<file path="src/rtl/kl8e_tx.sv">
// KL8E teleprinter transmitter: IOT-driven 8N1 async serializer with printer flag and IRQ.
// Optional even-parity bit between data and stop when KL8E_TX_PARITY_EN is defined.
module kl8e_tx #(
  parameter int CLK_FREQ = 100000000,
  parameter int BAUD     = 9600
) (
  input  logic       clk,
  input  logic       reset,
  input  logic       tpc,
  input  logic       tls,
  input  logic       tcf,
  input  logic       kie,
  input  logic       kie_data,
  input  logic [0:7] data,
  output logic       tx,
  output logic       flag,
  output logic       busy,
  output logic       irq
);

  // DIV must be at least 2 for the baud counter to be meaningful.
  localparam int DIV = CLK_FREQ / BAUD;
  localparam int CW  = (DIV > 1) ? $clog2(DIV) : 1;
  localparam logic [CW-1:0] LAST = CW'(DIV - 1);

  typedef enum logic [2:0] {
    S_IDLE,
    S_START,
    S_DATA,
`ifdef KL8E_TX_PARITY_EN
    S_PARITY,
`endif
    S_STOP
  } state_t;

  state_t          state_q, state_d;
  logic [CW-1:0]   baud_q, baud_d;
  logic [2:0]      bit_q, bit_d;
  logic [0:7]      shift_q, shift_d;
  logic            tx_q, tx_d;
  logic            busy_q, busy_d;
  logic            flag_q, flag_d;
  logic            ie_q, ie_d;
  logic            done;
  logic            baud_end;
`ifdef KL8E_TX_PARITY_EN
  logic            par_q, par_d;
`endif

  assign baud_end = (baud_q == LAST);

  always_comb begin
    state_d = state_q;
    baud_d  = baud_q;
    bit_d   = bit_q;
    shift_d = shift_q;
    tx_d    = tx_q;
    busy_d  = busy_q;
    done    = 1'b0;
`ifdef KL8E_TX_PARITY_EN
    par_d   = par_q;
`endif
    case (state_q)
      S_IDLE: begin
        if (tpc || tls) begin
          state_d = S_START;
          baud_d  = '0;
          bit_d   = '0;
          shift_d = data;
          tx_d    = 1'b0;
          busy_d  = 1'b1;
`ifdef KL8E_TX_PARITY_EN
          par_d   = ^data;
`endif
        end
      end
      S_START: begin
        if (baud_end) begin
          state_d = S_DATA;
          baud_d  = '0;
          tx_d    = shift_q[7];
        end else begin
          baud_d = baud_q + 1'b1;
        end
      end
      S_DATA: begin
        if (baud_end) begin
          baud_d = '0;
          if (bit_q == 3'd7) begin
`ifdef KL8E_TX_PARITY_EN
            state_d = S_PARITY;
            tx_d    = par_q;
`else
            state_d = S_STOP;
            tx_d    = 1'b1;
`endif
          end else begin
            // LSB (data[7]) goes first; shift toward index 7.
            bit_d   = bit_q + 3'd1;
            shift_d = {1'b0, shift_q[0:6]};
            tx_d    = shift_q[6];
          end
        end else begin
          baud_d = baud_q + 1'b1;
        end
      end
`ifdef KL8E_TX_PARITY_EN
      S_PARITY: begin
        if (baud_end) begin
          state_d = S_STOP;
          baud_d  = '0;
          tx_d    = 1'b1;
        end else begin
          baud_d = baud_q + 1'b1;
        end
      end
`endif
      S_STOP: begin
        if (baud_end) begin
          state_d = S_IDLE;
          baud_d  = '0;
          busy_d  = 1'b0;
          done    = 1'b1;
        end else begin
          baud_d = baud_q + 1'b1;
        end
      end
      default: begin
        state_d = S_IDLE;
        baud_d  = '0;
        tx_d    = 1'b1;
        busy_d  = 1'b0;
      end
    endcase
  end

  // Frame completion beats a same-cycle clear.
  assign flag_d = done | (flag_q & ~(tcf | tls));
  assign ie_d   = kie ? kie_data : ie_q;

  always_ff @(posedge clk) begin
    if (reset) begin
      state_q <= S_IDLE;
      baud_q  <= '0;
      bit_q   <= '0;
      shift_q <= '0;
      tx_q    <= 1'b1;
      busy_q  <= 1'b0;
      flag_q  <= 1'b0;
      ie_q    <= 1'b1;
`ifdef KL8E_TX_PARITY_EN
      par_q   <= 1'b0;
`endif
    end else begin
      state_q <= state_d;
      baud_q  <= baud_d;
      bit_q   <= bit_d;
      shift_q <= shift_d;
      tx_q    <= tx_d;
      busy_q  <= busy_d;
      flag_q  <= flag_d;
      ie_q    <= ie_d;
`ifdef KL8E_TX_PARITY_EN
      par_q   <= par_d;
`endif
    end
  end

  assign tx   = tx_q;
  assign flag = flag_q;
  assign busy = busy_q;
  assign irq  = flag_q & ie_q;

endmodule

</file>
<file path="config.mk">
export PLATFORM = sky130hd
export DESIGN_NAME = kl8e_tx
export DESIGN_NICKNAME = d
export VERILOG_FILES = /design/src/rtl/kl8e_tx.sv
export SDC_FILE = /design/constraint.sdc
export NUM_CORES = 1
export LEC_CHECK = 0
export CAP_MARGIN = 20
export CORE_UTILIZATION = 60
export CTS_CLUSTER_SIZE = 24
export DETAILED_ROUTE_END_ITERATION = 6
export HOLD_SLACK_MARGIN = 0.02
export PLACE_DENSITY = 0.84
export REMOVE_ABC_BUFFERS = 1
export SKIP_CTS_REPAIR_TIMING = 1
export SYNTH_ARGS = -nofsm -noshare
export SYNTH_HDL_FRONTEND = slang
export SYNTH_SLANG_ARGS = --single-unit
export TNS_END_PERCENT = 5
</file>
<file path="constraint.sdc">
create_clock -name clk -period 4.6 [get_ports clk]
set_input_delay 0.46 -clock clk [delete_from_list [all_inputs] [get_ports clk]]
set_output_delay 0.46 -clock clk [all_outputs]
set_load 0.02 [all_outputs]
</file>
# Word-level counts from Yosys, hierarchy flattened
# Index checks and enable logic that the tools add are counted.
[classes]
eq_ne = 11
mux = 27
bitwise = 7
reduce_logical = 9
addsub = 2
[ops]
columns = ["operator", "n"]
rows = [
  ["$mux 14", 2],
  ["$pmux 14 s2", 1],
  ["$mux 3", 8],
  ["$mux 8", 3],
  ["$pmux 8 s2", 1],
  ["$add 14x1->14 const B", 1],
  ["$eq 14x14->1 const B", 1],
  ["$ne 2x2->1 const B", 6],
  ["$pmux 3 s4", 1],
  ["$mux 1", 8],
  ["$reduce_and 4->1", 2],
  ["$eq 3x2->1 const B", 2],
  ["$pmux 3 s2", 1],
  ["$reduce_and 5->1", 1],
  ["$pmux 1 s4", 1],
  ["$add 3x1->3 const B", 1],
  ["$eq 3x1->1 const B", 1],
  ["$eq 3x3->1 const B", 1],
  ["$logic_not 3->1", 1],
  ["$not 1->1", 3],
  ["$pmux 1 s3", 1],
  ["$reduce_and 3->1", 1],
  ["$reduce_or 3->1", 1],
  ["$and 1x1->1", 2],
  ["4 further kinds", 5],
]
[word_totals]
elab_cells = 64
inputBits = 15
out_inout_bits = 4
register_bits = 32

# Depth between registers and ports, before layout
# Gate-level depths: netlist (run 1).
[logic_depth]
depth_word = 4
ltp_mapped = 8
mapped_depth_nobuf = 6

# Worst setup path before layout (run 1)
# OpenSTA, ideal clock, no wires.
[synth_timing]
kind = "flip-flop to flip-flop"
startpoint = "register state_q[0]"
endpoint = "register baud_q[11]"
setup_time_ps = 63
slack_ps = 2746
n_path_buf = 0
path_stages_with_launch = 7
arrival_time_ps = 1792
cell_sequence = "dfxtp_1 > inv_1 > ha_1 > nor3b_2 > or4_1 > or4_1 > nand3_1"
[synth_via]
elab_chain_cells = 3
[synth_lines]
columns = ["item", "line_no", "text"]
rows = [
  ["start: declaration", "36", "state_t state_q, state_d;"],
  ["start signal: assignment", "155", "state_q <= state_d;"],
  ["$eq 3x2->1 / $eq 3x1->1 (equally long branches)", "63", "case (state_q)"],
  ["$reduce_or 3->1 (no line)", "--", ""],
  ["$pmux 14 s2", "63", ""],
  ["end signal: assignment", "156", "baud_q <= baud_d;"],
  ["end: declaration", "37", "logic [CW-1:0] baud_q, baud_d;"],
]
# Parallel ways exist; a longest one is shown, timed or not.
# A chain may end at the register's enable or synchronous reset.

# Worst setup path in the final report (run 1)
[layout_timing]
startpoint = "register state_q[0]"
endpoint = "register baud_q[7]"
# The elaborated chain is that of the path after synthesis.

==> impl_metrics.toml, run 1 <==
[global_routing]
track_usage_pct = 25.3
grt_max_degree = 22
antenna_found_initial = 0
grt_pass1_wl_um = 6130
gr-total-overflow = 0
grt_pass1_vias = 1322

[synth]
synth-seq-cells = 31
synthFlopType = "dfxtp_1"
synth_seq_area_share_pct = 36.3
syn_area_um2 = 1710
synth_enable_flop_cells = 0
yosys_warnings = 0
async_reset_ff_share_pct = 0
syn_avg_cell_area_um2 = 8.72
synth_cells = 196
ys_types = 42

[sta]
drv_slew = 0
layout_setup_ws_ns = 2.22
hold_viol = 0
worst_pin_slew_ns = 0.923
hold_ws_ns = 0.484
period_minus_slack_ns = 2.38
setup-tns-final_ns = 0
setup_violations = 0
maxSlewHeadroom_pct = 38.2
timing.final.crit_share_pct = 51.8
rsz0062_at_grt = "no"
clock-skew-final_ns = 0.00710
clock.fmax_ghz = 0.419

[power_and_ir_drop]
p_per_area_nw_per_um2 = 441
leakagePower_uw = 0.000690
total_power_uw = 843
irDropWorstVdd_v = 0.000399

[placed_design]
gp_congestion = 0.843
post-dp-hpwl_um = 2670
portBuffers = 18
dp_cells = 233
dp_slack_ns = 2.11

[cells_and_area]
fin_cells = 241
nets = 234
drive_above_1_share_pct = 6.16
layout_common_cells = "dfxtp_1 (31), nor2_1 (22), clkdlybuf4s50_1 (18)"
final_common_cell = "dfxtp_1"
antennaDiodeCount = 0
area_growth_pct = 11.9
n_fill_cell = 199

[route]
wl_um = 3770
detail_route.iter0.violations = 90
drt-pass1-iter-count = 5
wl_per_cell_um = 15.7
drtAntennaViolNets = 0
via_count = 1588
vias_per_cell = 6.59
drc = 0

[setup_path]
cp-start-kind = "flip-flop"
path_max_fanout = 15
cp.arrival_ns = 2.65
reg2regPathDepth = 5
timing.rr.end = "baud_q[7]$_SDFFE_PP0N_"
reg2reg_slack_ns = 2.22
worstPathRequired_ns = 4.87
r2r_start = "state_q[0]$_SDFFE_PP0P_"
worstSetupEndpointType = "flip-flop"
critical_path_class = "reg2reg"

[clocking]
cts_buffers = 5
cts_root_buf = "clkbuf_4"
path_clk_slew_ns = 0.10
clock_latency_ns = 0.34
htreeDepth = 2
cts.sinks = 31
cts_tree = "yes"
clockBufferDepth = 2

[worst_hold_path]
hold_path_class = "reg2reg"
min_path_cells = 2
min_to = "ie_q$_SDFFE_PP1P_"
hp-start = "ie_q$_SDFFE_PP1P_"

[floorplan]
fp.coreArea_um2 = 2590
floorplan.initialDensity_pct = 66.0
die_h_um = 55.4
die_w_um = 55.4
io_pins = 19
dieArea_um2 = 3070
row_count = 18

[run]
drv_cap = 0

[outcome]
status = "complete, no violations"
==> routing by layer <==
layer | vias up | track usage [%] | share of wire, % | routed length (um)
li1 | 772 | - | - | -
met1 | 726 | 32.9 | 44 | 1670
met2 | 75 | 39.2 | 46 | 1750
met3 | 15 | 6.79 | 6.7 | 254
met4 | 0 | 11.4 | 2.6 | 99
met5 | - | 0 | 0 | 0
==> sequential cells by signal (all words and copies together) (netlist names) <==
register and count:
baud_q 14, shift_q 8, bit_q 3, state_q 2, busy 1, flag 1
ie_q 1, tx 1
==> cell families after synthesis <==
kind of cell             synth area share [%]
buffers and inverters                    4.68
XOR/XNOR                                 4.10
flip-flops                               36.3
AO/OA/AOI/OAI                            20.5
multiplexers                             1.17
adder cells (fa/ha/maj)                  6.59
AND/OR/NAND/NOR                          26.6
==> worst max path at each step <==
| stage | from | end | slack [ns] | cells after the start |
|---|---|---|---|---|
| global placement | reset | baud_q[7]$_SDFFE_PP0N_ | 2.17 | 4 |
| finish | state_q[0]$_SDFFE_PP0P_ | baud_q[7]$_SDFFE_PP0N_ | 2.22 | 5 |
| detailed placement | reset | baud_q[11]$_SDFFE_PP0N_ | 2.11 | 4 |
| floorplan | state_q[0]$_SDFFE_PP0P_ | baud_q[11]$_SDFFE_PP0N_ | 2.69 | 6 |
| CTS | state_q[0]$_SDFFE_PP0P_ | baud_q[7]$_SDFFE_PP0N_ | 2.27 | 5 |
| global route | state_q[0]$_SDFFE_PP0P_ | shift_q[5]$_SDFFE_PP0P_ | 2.05 | 6 |
==> stage by stage <==
| step | utilization (%) | cell area [um^2] |
|---|---|---|
| floorplan | - | 1640 |
| global placement | 71.9 | 1860 |
| detailed placement | 71.9 | 1860 |
| CTS | 73.8 | 1910 |
| global route | 73.8 | 1910 |
| finish | 73.8 | 1910 |
==> final cells by class <==
class                   instances  area, um^2  area share [%]
clock buffers                   7        45.0            2.36
multi-input cells             150        1010            52.7
repair buffers                 18         180            9.42
inverters                       4        15.0           0.785
flip-flops and latches         31         621            32.5
well taps                      30        37.5            1.96
clock inverters                 1        5.00           0.262
==> cell usage after synthesis (all sizes together), types with 4 or more instances <==
cell type / instances / area, um^2
and3: 4 / 25.0
nor2: 22 / 82.6
ha: 9 / 113
o21ai: 15 / 75.1
or3: 4 / 30.0
buf: 5 / 42.5
nor3: 5 / 30.0
nand4: 11 / 68.8
nand2: 6 / 22.5
inv: 4 / 15.0
a41oi: 4 / 35.0
a32oi: 7 / 61.3
xor2: 5 / 43.8
clkbuf: 6 / 22.5
and4: 4 / 40.0
a21oi: 14 / 70.1
dfxtp: 31 / 621
nand3: 10 / 50.1
==> where the power goes <==
group          total (uW)  internal [uW]  switching [uW]
Combinational         349            134             215
Sequential            339            311            27.5
Clock                 155           59.5            95.8
==> worst max-delay path, stage by stage (launching register included) <==
cell,delay [ns]
dfxtp_1,0.36
inv_1,0.13
ha_1,0.29
nor3b_2,0.80
o21ai_1,0.48
nor3_1,0.26
(Power assumes the default switching activity.)
==> run 2: changes to the inputs <==
CORE_UTILIZATION = 55   (was 60)
PLACE_DENSITY = 0.78   (was 0.84)
clock period = 2.44 ns   (was 4.6 ns; I/O delays follow)
==> impl_metrics.toml, run 2 (synthesis gave the netlist of run 1 again) <==
[power_and_ir_drop]
p_per_area_nw_per_um2 = 842
leakagePower_uw = 0.000712
irDropWorstVdd_v = 0.000555

[placed_design]
dpl-instance-area_um2 = 1900
dp_slack_ns = 0.235
post-dp-hpwl_um = 2650
gp_congestion = 0.846
dp_cells = 239
portBuffers = 18

[setup_path]
worstPathRequired_ns = 2.73
cp.arrival_ns = 2.46
critical_path_class = "reg2reg"
cp_top_family = "simple AND/OR/NAND/NOR gates"
crit_chain = "inv_1, ha_1, nor3b_2, a211o_1, o21ai_0, a21oi_1"
crit_buf_inv = 1
cpMaxStageDelayCell = "nor3b_2"
cp-start-kind = "flip-flop"
slowest_delay_ns = 0.73
worstSetupEndpointType = "flip-flop"
path_max_fanout = 15

[cells_and_area]
largest_register = "baud_q"
multi_input_area_um2 = 1010
finish.utilization_pct = 68.6
design_area_um2 = 1960
nets = 239
area_growth_pct = 14.6
largest_reg_flops = 14
layout_common_cells = "dfxtp_1 (31), nor2_1 (22), clkdlybuf4s50_1 (18)"
regArea_um2 = 621
reg_top3 = "baud_q (14), shift_q (8), bit_q (3)"
drive_above_1_share_pct = 9.26
antennaDiodeCount = 0
final_common_cell = "dfxtp_1"
n_fill_cell = 245
fin_cells = 247

[clocking]
clockBufferDepth = 2
cts_buffers = 5
cts_root_buf = "clkbuf_4"
path_clk_slew_ns = 0.11
clock_latency_ns = 0.35
htreeDepth = 2
cts.sinks = 31
cts_tree = "yes"

[global_routing]
grt_max_degree = 17
track_usage_pct = 25.1
grt_pass1_vias = 1389
grt_pass1_wl_um = 6350
antenna_found_initial = 0
gr-total-overflow = 0

[run]
drv_cap = 0

[route]
vias_per_cell = 6.54
drc = 2
detail_route.iter0.violations = 75
drtAntennaViolNets = 0
wl_per_cell_um = 15.4
drt-pass1-iter-count = 7
via_count = 1616
wl_um = 3810

[sta]
period_minus_slack_ns = 2.17
clock-skew-final_ns = 0.00860
setup_violations = 0
setup-tns-final_ns = 0
layout_setup_ws_ns = 0.269
timing.final.crit_share_pct = 89.0
maxSlewHeadroom_pct = 40.4
clock.fmax_ghz = 0.461
rsz0062_at_grt = "no"
drv_slew = 0
worst_pin_slew_ns = 0.891
hold_viol = 0

[floorplan]
die_w_um = 57.7
io_pins = 19
floorplan.initialDensity_pct = 59.9
die_h_um = 57.7
row_count = 19
fp.coreArea_um2 = 2850
dieArea_um2 = 3330

[worst_hold_path]
hold_path_class = "reg2reg"

[outcome]
status = "finished, violations left"
violations = "DRC"
[run 2: changes by cell type in the layout (fill, tap and decap cells not counted), sizes merged]
cell      change
clkinvlp      +2
buf           +5
clkbuf        -2
[run 2: final cells by class]
type                       instances  area share, %
clock buffer                       5           1.92
sequential                        31           31.7
tap                               31           1.98
clock inverter                     3           1.02
timing repair buffer              23           11.1
multi-input combinational        150           51.5
inverter                           4          0.767
[run 2: worst paths after layout]
kind | startpoint | end | slack (ns) | cells after the start
min reg2reg | shift_q[0]$_SDFFE_PP0P_ | shift_q[0]$_SDFFE_PP0P_ | 0.49 | 2
max | state_q[1]$_SDFFE_PP0P_ | shift_q[5]$_SDFFE_PP0P_ | 0.27 | 6
min | shift_q[0]$_SDFFE_PP0P_ | shift_q[0]$_SDFFE_PP0P_ | 0.49 | 2
max reg2reg | state_q[1]$_SDFFE_PP0P_ | shift_q[5]$_SDFFE_PP0P_ | 0.27 | 6
[run 2: routing by layer]
metal | track usage (%) | vias up | part of all wire, %
met5 | 0 | - | 0
met4 | 15.3 | 0 | 1.8
met3 | 4.91 | 7 | 4.3
met2 | 38.5 | 46 | 46
met1 | 32.6 | 779 | 48
li1 | - | 784 | -
[run 2: through the flow]
step | hold WS, ns | total power (uW)
finish | 0.487 | 1650
detailed placement | 0.471 | 1340
CTS | 0.484 | 1640
floorplan | 0.313 | 1100
global placement | 0.458 | 1310
global route | 0.511 | 1760
[run 2: report_power, final]
| group | internal [uW] | switching, uW |
|---|---|---|
| combinational | 283 | 419 |
| clock | 110 | 196 |
| sequential | 587 | 54.1 |
[run 2: worst reg2reg max path, cell delays in order (launching register included)]
cell and delay, ns:
dfxtp_1 0.36, inv_1 0.14, ha_1 0.19, nor3b_2 0.73, a211o_1 0.39, o21ai_0 0.16, a21oi_1 0.13
==> run 3: changes to the inputs <==
PLACE_DENSITY = 0.75   (was 0.78)
==> impl_metrics.toml, run 3 (synthesis gave the netlist of run 1 again) <==
[outcome]
status = "finished, violations left"
violations = "DRC"

[sta]
worst_pin_slew_ns = 0.899
setup-tns-final_ns = 0
setup_violations = 0
period_minus_slack_ns = 2.18
timing.final.crit_share_pct = 89.2
hold_ws_ns = 0.477
layout_setup_ws_ns = 0.263
rsz0062_at_grt = "no"
maxSlewHeadroom_pct = 39.8
clock.fmax_ghz = 0.459
hold_viol = 0
drv_slew = 0
clock-skew-final_ns = 0.00973

[power_and_ir_drop]
total_power_uw = 1770
switching_share_pct = 37.3
irDropWorstVdd_v = 0.000502
combPwrFrac_pct = 40.0
seq_power_share_pct = 36.2
internal_power_uw = 1110
p_per_area_nw_per_um2 = 892
leakagePower_uw = 0.000733
clkPwrFrac_pct = 23.8
p_sw_uw = 661

[floorplan]
io_pins = 19
die_w_um = 57.7
row_count = 19
fp.coreArea_um2 = 2850
dieArea_um2 = 3330
floorplan.initialDensity_pct = 59.9
die_h_um = 57.7

[route]
wl_per_cell_um = 15.6
detail_route.iter0.violations = 54
drtAntennaViolNets = 0
drt-pass1-iter-count = 6
wl_um = 3860
via_count = 1581
drc = 3
vias_per_cell = 6.40

[global_routing]
antenna_found_initial = 0
gr-total-overflow = 0
grt_max_degree = 17
track_usage_pct = 24.5
grt_pass1_vias = 1436
grt_pass1_wl_um = 6380

[clocking]
cts_root_buf = "clkbuf_4"
cts.sinks = 31
cts_tree = "yes"
path_clk_slew_ns = 0.10
clockBufferDepth = 2
htreeDepth = 2
clock_latency_ns = 0.33
cts_buffers = 5

[cells_and_area]
final_common_cell = "dfxtp_1"
n_fill_cell = 238
nets = 239
layout_common_cells = "dfxtp_1 (31), nor2_1 (22), clkdlybuf4s50_1 (18)"
largest_register = "baud_q"
area_growth_pct = 16.3
design_area_um2 = 1990
drive_above_1_share_pct = 9.26
reg_top3 = "baud_q (14), shift_q (8), bit_q (3)"
largest_reg_flops = 14
antennaDiodeCount = 0

[run]
drv_cap = 0

[setup_path]
path_max_fanout = 15
critical_path_class = "reg2reg"
cp.arrival_ns = 2.44
cp-start-kind = "flip-flop"
worstPathRequired_ns = 2.71
worstSetupEndpointType = "flip-flop"

[worst_hold_path]
hold_path_class = "reg2reg"

[placed_design]
post-dp-hpwl_um = 2760
dpl-instance-area_um2 = 1900
gp_congestion = 0.813
dp_slack_ns = 0.250
portBuffers = 18
[run 3: power by group through the flow]
stage                     clock, uW  combinational, uW  sequential [uW]
final                           422                709              641
after global routing            452                777              651
after CTS                       430                693              640
after detailed placement          0                687              651
after global placement            0                670              645
after floorplan                   0                448              656
[run 3: metrics by stage]
stage / utilization [%] / instances
floorplan: - / 185
global placement: 66.6 / 239
detailed placement: 66.6 / 239
CTS: 69.6 / 247
global route: 69.6 / 247
finish: 69.6 / 247
[run 3: final cells by class]
cell class	instances	area, um^2	share of cell area [%]
timing repair buffer	23	218	11.0
sequential	31	621	31.2
clock buffer	6	51.3	2.58
clock inverter	2	35.0	1.76
inverter	4	15.0	0.756
tap	31	38.8	1.95
multi-input combinational	150	1010	50.8
[run 3: worst paths after layout]
kind                                 from               endpoint  slack [ns]  cells past startpoint
setup / recovery  state_q[0]$_SDFFE_PP0P_  bit_q[2]$_SDFFE_PP0P_        0.26                      6
hold / removal          ie_q$_SDFFE_PP1P_      ie_q$_SDFFE_PP1P_        0.48                      2
setup reg to reg  state_q[0]$_SDFFE_PP0P_  bit_q[2]$_SDFFE_PP0P_        0.26                      6
hold reg to reg         ie_q$_SDFFE_PP1P_      ie_q$_SDFFE_PP1P_        0.48                      2
[run 3: layer usage]
layer / part of all wire [%] / up-vias / wire [um] / track usage (%)
met2: 46 / 49 / 1770 / 38.4
met5: 0 / - / 0 / 0
met4: 1.3 / 0 / 52 / 7.82
li1: - / 784 / - / -
met3: 5.1 / 8 / 196 / 6.47
met1: 48 / 740 / 1830 / 33.2
[run 3: critical path, cell delays in order, from the launching register on]
cell and delay (ns):
dfxtp_1 0.35, inv_1 0.14, ha_1 0.19, nor3b_2 0.74, a211o_1 0.39, o21ai_0 0.17, a21oi_1 0.14
